### src/rtl/efuse_seq_ctrl.sv
// rtl/efuse_seq_ctrl.sv - eFuse macro port sequencer (shadow load and bitwise program)
//
// Purpose:
//   Drives the eFuse mux with registered pgmen/rden/aen/addr strobes.
//   Load reads NR/8 bytes into shadow_data. Program burns every set bit
//   of an NW-bit word, one bit per strobe.
//   Optional feature macro: EFUSE_SEQ_VERIFY_EN. When it is defined, a full
//   read pass follows programming, the captured bytes are compared with
//   wr_data and pgm_err is raised on any unburned bit.
//
// Ports:
//   clk, rst_n        clock, asynchronous active-low reset
//   start_read        1-cycle request to load the shadow register
//   start_write       1-cycle request to program wr_data
//   wr_data[NW]       bits to burn, sampled when start_write is accepted
//   done              1-cycle pulse at the end of any operation
//   shadow_data[NR]   loaded fuse contents, byte k at [8k+:8]
//   pgm_err           read-back mismatch flag (verify feature only)
//   busy_read         load in progress
//   busy_write        program (and verify) in progress
//   efuse_pgmen       program enable to the mux
//   efuse_rden        read enable to the mux
//   efuse_aen         access strobe to the mux
//   efuse_addr[8]     bit index (program) or byte index (read)
//   read_rdata[8]     read data returned from the mux

module efuse_seq_ctrl #(
    parameter int NW    = 64,
    parameter int NR    = 64,
    parameter int T_SU  = 2,
    parameter int T_RD  = 4,
    parameter int T_PGM = 100,
    parameter int T_HD  = 2
) (
    input  logic          clk,
    input  logic          rst_n,
    input  logic          start_read,
    input  logic          start_write,
    input  logic [NW-1:0] wr_data,
    output logic          done,
    output logic [NR-1:0] shadow_data,
    output logic          pgm_err,
    output logic          busy_read,
    output logic          busy_write,
    output logic          efuse_pgmen,
    output logic          efuse_rden,
    output logic          efuse_aen,
    output logic [7:0]    efuse_addr,
    input  logic [7:0]    read_rdata
);

    localparam int NB    = NR / 8;
    localparam int T_AB  = (T_SU > T_RD) ? T_SU : T_RD;
    localparam int T_CD  = (T_PGM > T_HD) ? T_PGM : T_HD;
    localparam int T_MAX = (T_AB > T_CD) ? T_AB : T_CD;
    localparam int CW    = $clog2(T_MAX) + 1;

    localparam logic [CW-1:0] C_SU  = CW'(T_SU - 1);
    localparam logic [CW-1:0] C_RD  = CW'(T_RD - 1);
    localparam logic [CW-1:0] C_PGM = CW'(T_PGM - 1);
    localparam logic [CW-1:0] C_HD  = CW'(T_HD - 1);

    localparam logic [7:0] LAST_RD = 8'(NB - 1);
    localparam logic [7:0] LAST_WR = 8'(NW - 1);

    typedef enum logic [2:0] {
        S_IDLE   = 3'd0,
        S_SETUP  = 3'd1,
        S_STROBE = 3'd2,
        S_HOLD   = 3'd3,
        S_NEXT   = 3'd4,
        S_DONE   = 3'd5
    } state_t;

    state_t          r_state;
    logic [CW-1:0]   r_cnt;
    logic [7:0]      r_idx;
    logic            r_rd_seq;     // current strobe sequence is a read (load or verify)
    logic [NW-1:0]   r_wr;
    logic            r_busy_rd;
    logic            r_busy_wr;
    logic            r_pgmen;
    logic            r_rden;
    logic            r_aen;
    logic [7:0]      r_addr;
    logic            r_done;
    logic [NR-1:0]   r_shadow;

    state_t          w_state_nxt;
    logic [CW-1:0]   w_cnt_nxt;
    logic [7:0]      w_idx_nxt;
    logic [7:0]      w_idx_inc;
    logic            w_rd_seq_nxt;
    logic            w_busy_rd_nxt;
    logic            w_busy_wr_nxt;
    logic            w_pgmen_nxt;
    logic            w_rden_nxt;
    logic            w_aen_nxt;
    logic [7:0]      w_addr_nxt;
    logic            w_accept_wr;
    logic            w_capture;
    logic            w_enables;
    logic [255:0]    w_wr_pad;

    // Zero-padded to 256 bits so an 8-bit index always selects in range.
    assign w_wr_pad  = 256'(r_wr);
    assign w_idx_inc = r_idx + 8'd1;

    always_ff @(posedge clk or negedge rst_n) begin
        if (!rst_n) begin
            r_state   <= S_IDLE;
            r_cnt     <= '0;
            r_idx     <= '0;
            r_rd_seq  <= 1'b0;
            r_wr      <= '0;
            r_busy_rd <= 1'b0;
            r_busy_wr <= 1'b0;
            r_pgmen   <= 1'b0;
            r_rden    <= 1'b0;
            r_aen     <= 1'b0;
            r_addr    <= '0;
            r_done    <= 1'b0;
        end else begin
            r_state   <= w_state_nxt;
            r_cnt     <= w_cnt_nxt;
            r_idx     <= w_idx_nxt;
            r_rd_seq  <= w_rd_seq_nxt;
            r_busy_rd <= w_busy_rd_nxt;
            r_busy_wr <= w_busy_wr_nxt;
            r_pgmen   <= w_pgmen_nxt;
            r_rden    <= w_rden_nxt;
            r_aen     <= w_aen_nxt;
            r_addr    <= w_addr_nxt;
            r_done    <= (w_state_nxt == S_DONE);
            if (w_accept_wr) begin
                r_wr <= wr_data;
            end
        end
    end

    // Shadow capture happens on the last HOLD cycle, one cycle after the
    // mux's registered strobe has produced valid data.
    always_ff @(posedge clk or negedge rst_n) begin
        if (!rst_n) begin
            r_shadow <= '0;
        end else if (w_capture) begin
            for (int b = 0; b < NB; b++) begin
                if (r_idx == 8'(b)) begin
                    r_shadow[8*b +: 8] <= read_rdata;
                end
            end
        end
    end

    always_comb begin
        w_state_nxt   = r_state;
        w_cnt_nxt     = r_cnt;
        w_idx_nxt     = r_idx;
        w_rd_seq_nxt  = r_rd_seq;
        w_busy_rd_nxt = r_busy_rd;
        w_busy_wr_nxt = r_busy_wr;
        w_accept_wr   = 1'b0;
        w_capture     = 1'b0;

        case (r_state)
            S_IDLE: begin
                if (start_read) begin
                    w_state_nxt   = S_SETUP;
                    w_cnt_nxt     = C_SU;
                    w_idx_nxt     = '0;
                    w_rd_seq_nxt  = 1'b1;
                    w_busy_rd_nxt = 1'b1;
                end else if (start_write) begin
                    w_accept_wr   = 1'b1;
                    w_idx_nxt     = '0;
                    w_rd_seq_nxt  = 1'b0;
                    w_busy_wr_nxt = 1'b1;
                    // Clear bits cost a single NEXT cycle and no strobe.
                    if (wr_data[0]) begin
                        w_state_nxt = S_SETUP;
                        w_cnt_nxt   = C_SU;
                    end else begin
                        w_state_nxt = S_NEXT;
                        w_cnt_nxt   = '0;
                    end
                end
            end
            S_SETUP: begin
                if (r_cnt == '0) begin
                    w_state_nxt = S_STROBE;
                    w_cnt_nxt   = r_rd_seq ? C_RD : C_PGM;
                end else begin
                    w_cnt_nxt   = r_cnt - 1'b1;
                end
            end
            S_STROBE: begin
                if (r_cnt == '0) begin
                    w_state_nxt = S_HOLD;
                    w_cnt_nxt   = C_HD;
                end else begin
                    w_cnt_nxt   = r_cnt - 1'b1;
                end
            end
            S_HOLD: begin
                if (r_cnt == '0) begin
                    w_state_nxt = S_NEXT;
                    w_cnt_nxt   = '0;
                    w_capture   = r_rd_seq;
                end else begin
                    w_cnt_nxt   = r_cnt - 1'b1;
                end
            end
            S_NEXT: begin
                w_cnt_nxt = '0;
                if (r_rd_seq) begin
                    if (r_idx == LAST_RD) begin
                        w_state_nxt = S_DONE;
                    end else begin
                        w_idx_nxt   = w_idx_inc;
                        w_state_nxt = S_SETUP;
                        w_cnt_nxt   = C_SU;
                    end
                end else if (r_idx == LAST_WR) begin
`ifdef EFUSE_SEQ_VERIFY_EN
                    // Read-back pass; busy_write stays high through it.
                    w_idx_nxt    = '0;
                    w_rd_seq_nxt = 1'b1;
                    w_state_nxt  = S_SETUP;
                    w_cnt_nxt    = C_SU;
`else
                    w_state_nxt  = S_DONE;
`endif
                end else begin
                    w_idx_nxt = w_idx_inc;
                    if (w_wr_pad[w_idx_inc]) begin
                        w_state_nxt = S_SETUP;
                        w_cnt_nxt   = C_SU;
                    end else begin
                        w_state_nxt = S_NEXT;
                    end
                end
            end
            S_DONE: begin
                w_state_nxt   = S_IDLE;
                w_cnt_nxt     = '0;
                w_busy_rd_nxt = 1'b0;
                w_busy_wr_nxt = 1'b0;
            end
            default: begin
                w_state_nxt   = S_IDLE;
                w_cnt_nxt     = '0;
                w_busy_rd_nxt = 1'b0;
                w_busy_wr_nxt = 1'b0;
            end
        endcase
    end

    // Output decode from the next state so every output is a flop that
    // lines up with the state register.
    always_comb begin
        w_enables   = (w_state_nxt == S_SETUP) || (w_state_nxt == S_STROBE) ||
                      (w_state_nxt == S_HOLD);
        w_rden_nxt  = w_enables && w_rd_seq_nxt;
        w_pgmen_nxt = w_enables && !w_rd_seq_nxt;
        w_aen_nxt   = (w_state_nxt == S_STROBE);
        w_addr_nxt  = ((w_state_nxt == S_IDLE) || (w_state_nxt == S_DONE)) ? 8'd0 : w_idx_nxt;
    end

`ifdef EFUSE_SEQ_VERIFY_EN
    localparam logic [8:0] NWB_FULL = 9'(NW / 8);

    logic       r_err;
    logic [7:0] w_wr_byte;

    assign w_wr_byte = w_wr_pad[{r_idx[4:0], 3'b000} +: 8];

    // Only the verify pass of a program operation checks bytes, and only
    // bytes fully covered by wr_data.
    always_ff @(posedge clk or negedge rst_n) begin
        if (!rst_n) begin
            r_err <= 1'b0;
        end else if (w_accept_wr) begin
            r_err <= 1'b0;
        end else if (w_capture && r_busy_wr && ({1'b0, r_idx} < NWB_FULL) &&
                     ((w_wr_byte & ~read_rdata) != 8'd0)) begin
            r_err <= 1'b1;
        end
    end

    assign pgm_err = r_err;
`else
    assign pgm_err = 1'b0;
`endif

    assign done        = r_done;
    assign shadow_data = r_shadow;
    assign busy_read   = r_busy_rd;
    assign busy_write  = r_busy_wr;
    assign efuse_pgmen = r_pgmen;
    assign efuse_rden  = r_rden;
    assign efuse_aen   = r_aen;
    assign efuse_addr  = r_addr;

endmodule

### config.mk
export PLATFORM = sky130hd
export DESIGN_NAME = efuse_seq_ctrl
export DESIGN_NICKNAME = d
export VERILOG_FILES = /design/src/rtl/efuse_seq_ctrl.sv
export SDC_FILE = /design/constraint.sdc
export NUM_CORES = 1
export LEC_CHECK = 0
export ABC_AREA = 1
export BUFFER_PORTS_ARGS = -buffer_cell sky130_fd_sc_hd__buf_2
export CAP_MARGIN = 20
export CORE_ASPECT_RATIO = 1.4
export CORE_MARGIN = 2
export CORE_UTILIZATION = 49
export DETAILED_ROUTE_END_ITERATION = 8
export PLACE_DENSITY = 0.76
export SETUP_SLACK_MARGIN = 0.5
export SYNTH_ARGS = -nofsm -noshare
export SYNTH_HDL_FRONTEND = slang
export SYNTH_SLANG_ARGS = --single-unit
### constraint.sdc
create_clock -name clk -period 2.25 [get_ports clk]
set_input_delay 0.225 -clock clk [delete_from_list [all_inputs] [get_ports clk]]
set_output_delay 0.225 -clock clk [all_outputs]
set_load 0.01 [all_outputs]
==> out/metrics.csv <==
stage,metric,value,unit
power_and_ir_drop,sequential power share,0.378,
logic_synthesis,leading cell types by count after synthesis,"162 x dfrtp_1, 158 x nand2_1, 115 x nor2_1",
floorplan,Initial Util,0.498,
status,outcome,"complete, but fails checks",
clocking,clock tree sinks,162,
min_path,min-delay worst type,in2reg,
place,dpl hpwl,13.3,mm
logic_synthesis,Synthesized Nets,908,
critical_path,CP Launch Type,register,
critical_path,Required @ worst endpoint,2.57,ns
logic_synthesis,gate count of the mapped netlist,826,
timing,Worst Slack Setup Final,-0.228,ns
global_routing,initial antenna violation count,0,
logic_synthesis,"count leader, synth",dfrtp_1,
critical_path,worst path cell trace,buf_4 -> buf_6 -> ha_4 -> nand2_4 -> inv_4 -> nand2_2 -> xor2_2 -> buf_4 -> nand3_1 -> nand3_1 -> nand2_1 -> nand2_2 -> nand2_1 -> nand2_1 -> nand2_1 -> nand2_2 -> nand2_2 -> nand2_4 -> nor2_1,
power_and_ir_drop,clock network fraction of design power,0.258,
final_layout,layout cells sized above 1,0.326,
place,dpl ws,-0.0716,ns
power_and_ir_drop,Int Pwr,6.90,mW
final_layout,"Cell Count, Final, Fillers Out",1231,
floorplan,die height,147,um
place,number of port buffers,153,
status,violated checks,setup timing,
critical_path,reg2reg start,r_idx[0],
critical_path,max incr delay on CP,0.40,ns
timing,TNS Setup,-2.52,ns
clocking,CTS H-tree depth,4,
critical_path,crit end category,register,
timing,fin. max-slew vios,0,
flow_run,Max-Cap Viols,0,
global_routing,pin count of the biggest net entering global routing,61,
critical_path,CP bufs+invs,4,
logic_synthesis,ranking of synthesized cells by area,"dfrtp_1 56%, nand2_1 8.2%, nor2_1 6.0%",
floorplan,Placement Rows,52,
power_and_ir_drop,P_sw,3.98,mW
timing,Max-slew headroom,0.667,
routing,routed vias,6347,
power_and_ir_drop,Comb power frac,0.364,
final_layout,ant diodes,0,
routing,Initial DRC Count,338,
power_and_ir_drop,Sw Share,0.366,
clocking,worst skew pair latency,0.43,ns
critical_path,CP Data Arrival Time,2.80,ns
final_layout,P&R area growth vs syn,32.6,%
power_and_ir_drop,Pleak,4.86,nW
critical_path,FF-to-FF path depth,19,
logic_synthesis,Syn Std Cell Area,0.00720,mm^2
critical_path,flop-to-flop setup slack,-0.23,ns
timing,max frequency,404,MHz
routing,number of routed nets with antenna violations,0,
power_and_ir_drop,pwr dens,1140,mW/mm^2
timing,"Hold Vio Cnt, Final",0,
critical_path,Crit-path slowest cell,dfrtp_1,
timing,Layout Skew,0.0111,ns
floorplan,core area,0.0144,mm^2
logic_synthesis,Synth top area share,0.563,
logic_synthesis,Cell variety after synth,35,
min_path,Hold Path Origin,wr_data[7],
critical_path,"delay-heaviest family, CP",simple AND/OR/NAND/NOR gates,
timing,Final Cycle Share,1.10,
logic_synthesis,asr flop ratio synth,1.00,
logic_synthesis,Synth Flop Type,dfrtp_1,
clocking,CTS tree,yes,
floorplan,Die Wd,106,um
critical_path,worst-path maximum fanout,8,
min_path,Hold Path End,r_wr[7],
logic_synthesis,Syn Area/Cell,8.72,um^2
power_and_ir_drop,maximum VDD drop,0.625,mV
final_layout,fin nets,1111,
logic_synthesis,post-synthesis sequential area ratio,0.563,
timing,RSZ-0062 raised after global routing,yes,
clocking,Clock transition at path regs,0.07,ns
timing,worst-margin pin slew,0.495,ns
floorplan,Die ar.,0.0157,mm^2
routing,first drt pass iteration count,6,
min_path,Hold Path Cell Cnt,2,
timing,final setup violation count,14,
logic_synthesis,number of synthesized flops with an enable pin,0,
critical_path,Setup CP Type,reg2reg,
floorplan,io pins,155,
routing,Via density,5.16,
logic_synthesis,YS warnings,0,
timing,Final min period,2.48,ns
clocking,Num CTS Buffers,17,
logic_synthesis,cell taking the most area after synthesis,dfrtp_1,
routing,WL final,19.5,mm
global_routing,wire length of the first global-routing pass,30.1,mm
global_routing,GR Overflow Total,0,
clocking,Root Driver,clkbuf_16,
clocking,CTS Buffer Depth,2,
critical_path,RR Endpoint,efuse_addr[3],
routing,DRC Markers,0,
place,gpl congestion,0.867,
routing,DR WL/cell,15.8,um
global_routing,Tot GR Track Use,0.247,
place,DP Cell Count,1165,
global_routing,vias in the first global route,6171,
power_and_ir_drop,Pwr Total,10.9,mW
logic_synthesis,Seq cells post-synth,162,
state kept, by name, indices dropped and copies added, names as in the netlist:
register	count
r_wr	64
shadow_data	64
efuse_addr	8
r_cnt	8
r_idx	8
r_state	3
busy_read	1
busy_write	1
done	1
efuse_aen	1
efuse_pgmen	1
efuse_rden	1
r_rd_seq	1
worst max-delay path by stage:
stage	endpoint	from	slack [ns]	cells past startpoint
final	efuse_addr[3]	r_idx[0]	-0.23	19
after global routing	efuse_addr[4]	r_idx[0]	-0.33	19
after CTS	efuse_addr[5]	r_idx[0]	-0.03	18
after detailed placement	efuse_addr[6]	r_idx[0]	-0.07	18
after global placement	efuse_addr[4]	r_idx[0]	-0.01	17
after floorplan	efuse_addr[5]	r_idx[0]	-0.06	21
power groups by stage:
stage               clock network, mW  registers (mW)  logic, mW
floorplan                           0            4.09       2.29
global placement                    0            4.12       3.20
detailed placement                  0            4.14       3.27
CTS                              2.84            4.10       3.58
global route                     2.98            4.18       4.39
finish                           2.80            4.11       3.96
metal layers:
layer	global-route usage	up-vias	routed length, um
li1	-	3053	-
met3	0.0692	53	1270
met2	0.432	243	9910
met5	0	-	0
met1	0.294	2998	7680
met4	0.0818	0	630
logic make-up after synthesis:
| group | count (synthesis) | share of synthesized area |
|---|---|---|
| simple gates | 350 | 0.202 |
| flops | 162 | 0.563 |
| compound gates | 143 | 0.103 |
| buf+inv | 132 | 0.0732 |
| mux | 27 | 0.0422 |
| fa+ha+maj | 6 | 0.0104 |
| xor+xnor | 5 | 0.00608 |
| other cells | 1 | 0.000521 |
layout make-up:
cell class              instances  area, um^2
flip-flops and latches        162        4060
multi-input cells             534        2880
clock inverters                14         141
well taps                     189         236
clock buffers                  18         439
inverters                     100         398
repair buffers                212        1380
fillers                      1154        4900
repair inverters                2        17.5
what timing repair did:
item	in CTS	in global routing
setup endpoints to repair	98	136
resized for setup	26	69
pin swaps	6	17
cloned	3	3
hold buffers	1	0
buffers inserted	12	15
hold endpoints to repair	46	0
metrics by stage:
step | instance area (um^2) | hold slack, ns | utilization
floorplan | 7290 | -0.0706 | -
global placement | 8370 | 0.188 | 0.580
detailed placement | 8370 | 0.189 | 0.580
CTS | 9200 | 0.0184 | 0.637
global route | 9550 | 0.0213 | 0.661
finish | 9550 | 0.0286 | 0.661
cell usage in the layout, fill, tap and decap left out, drive strengths merged, types with 6 or more instances in the layout:
master / count
buf: 210
dfrtp: 162
nand2: 162
nor2: 119
inv: 108
o21ai: 86
a21oi: 46
nand3: 45
mux2: 27
clkbuf: 18
nor3: 11
nand4: 9
ha: 6
No activity file was read; power rests on OpenSTA's default activity.
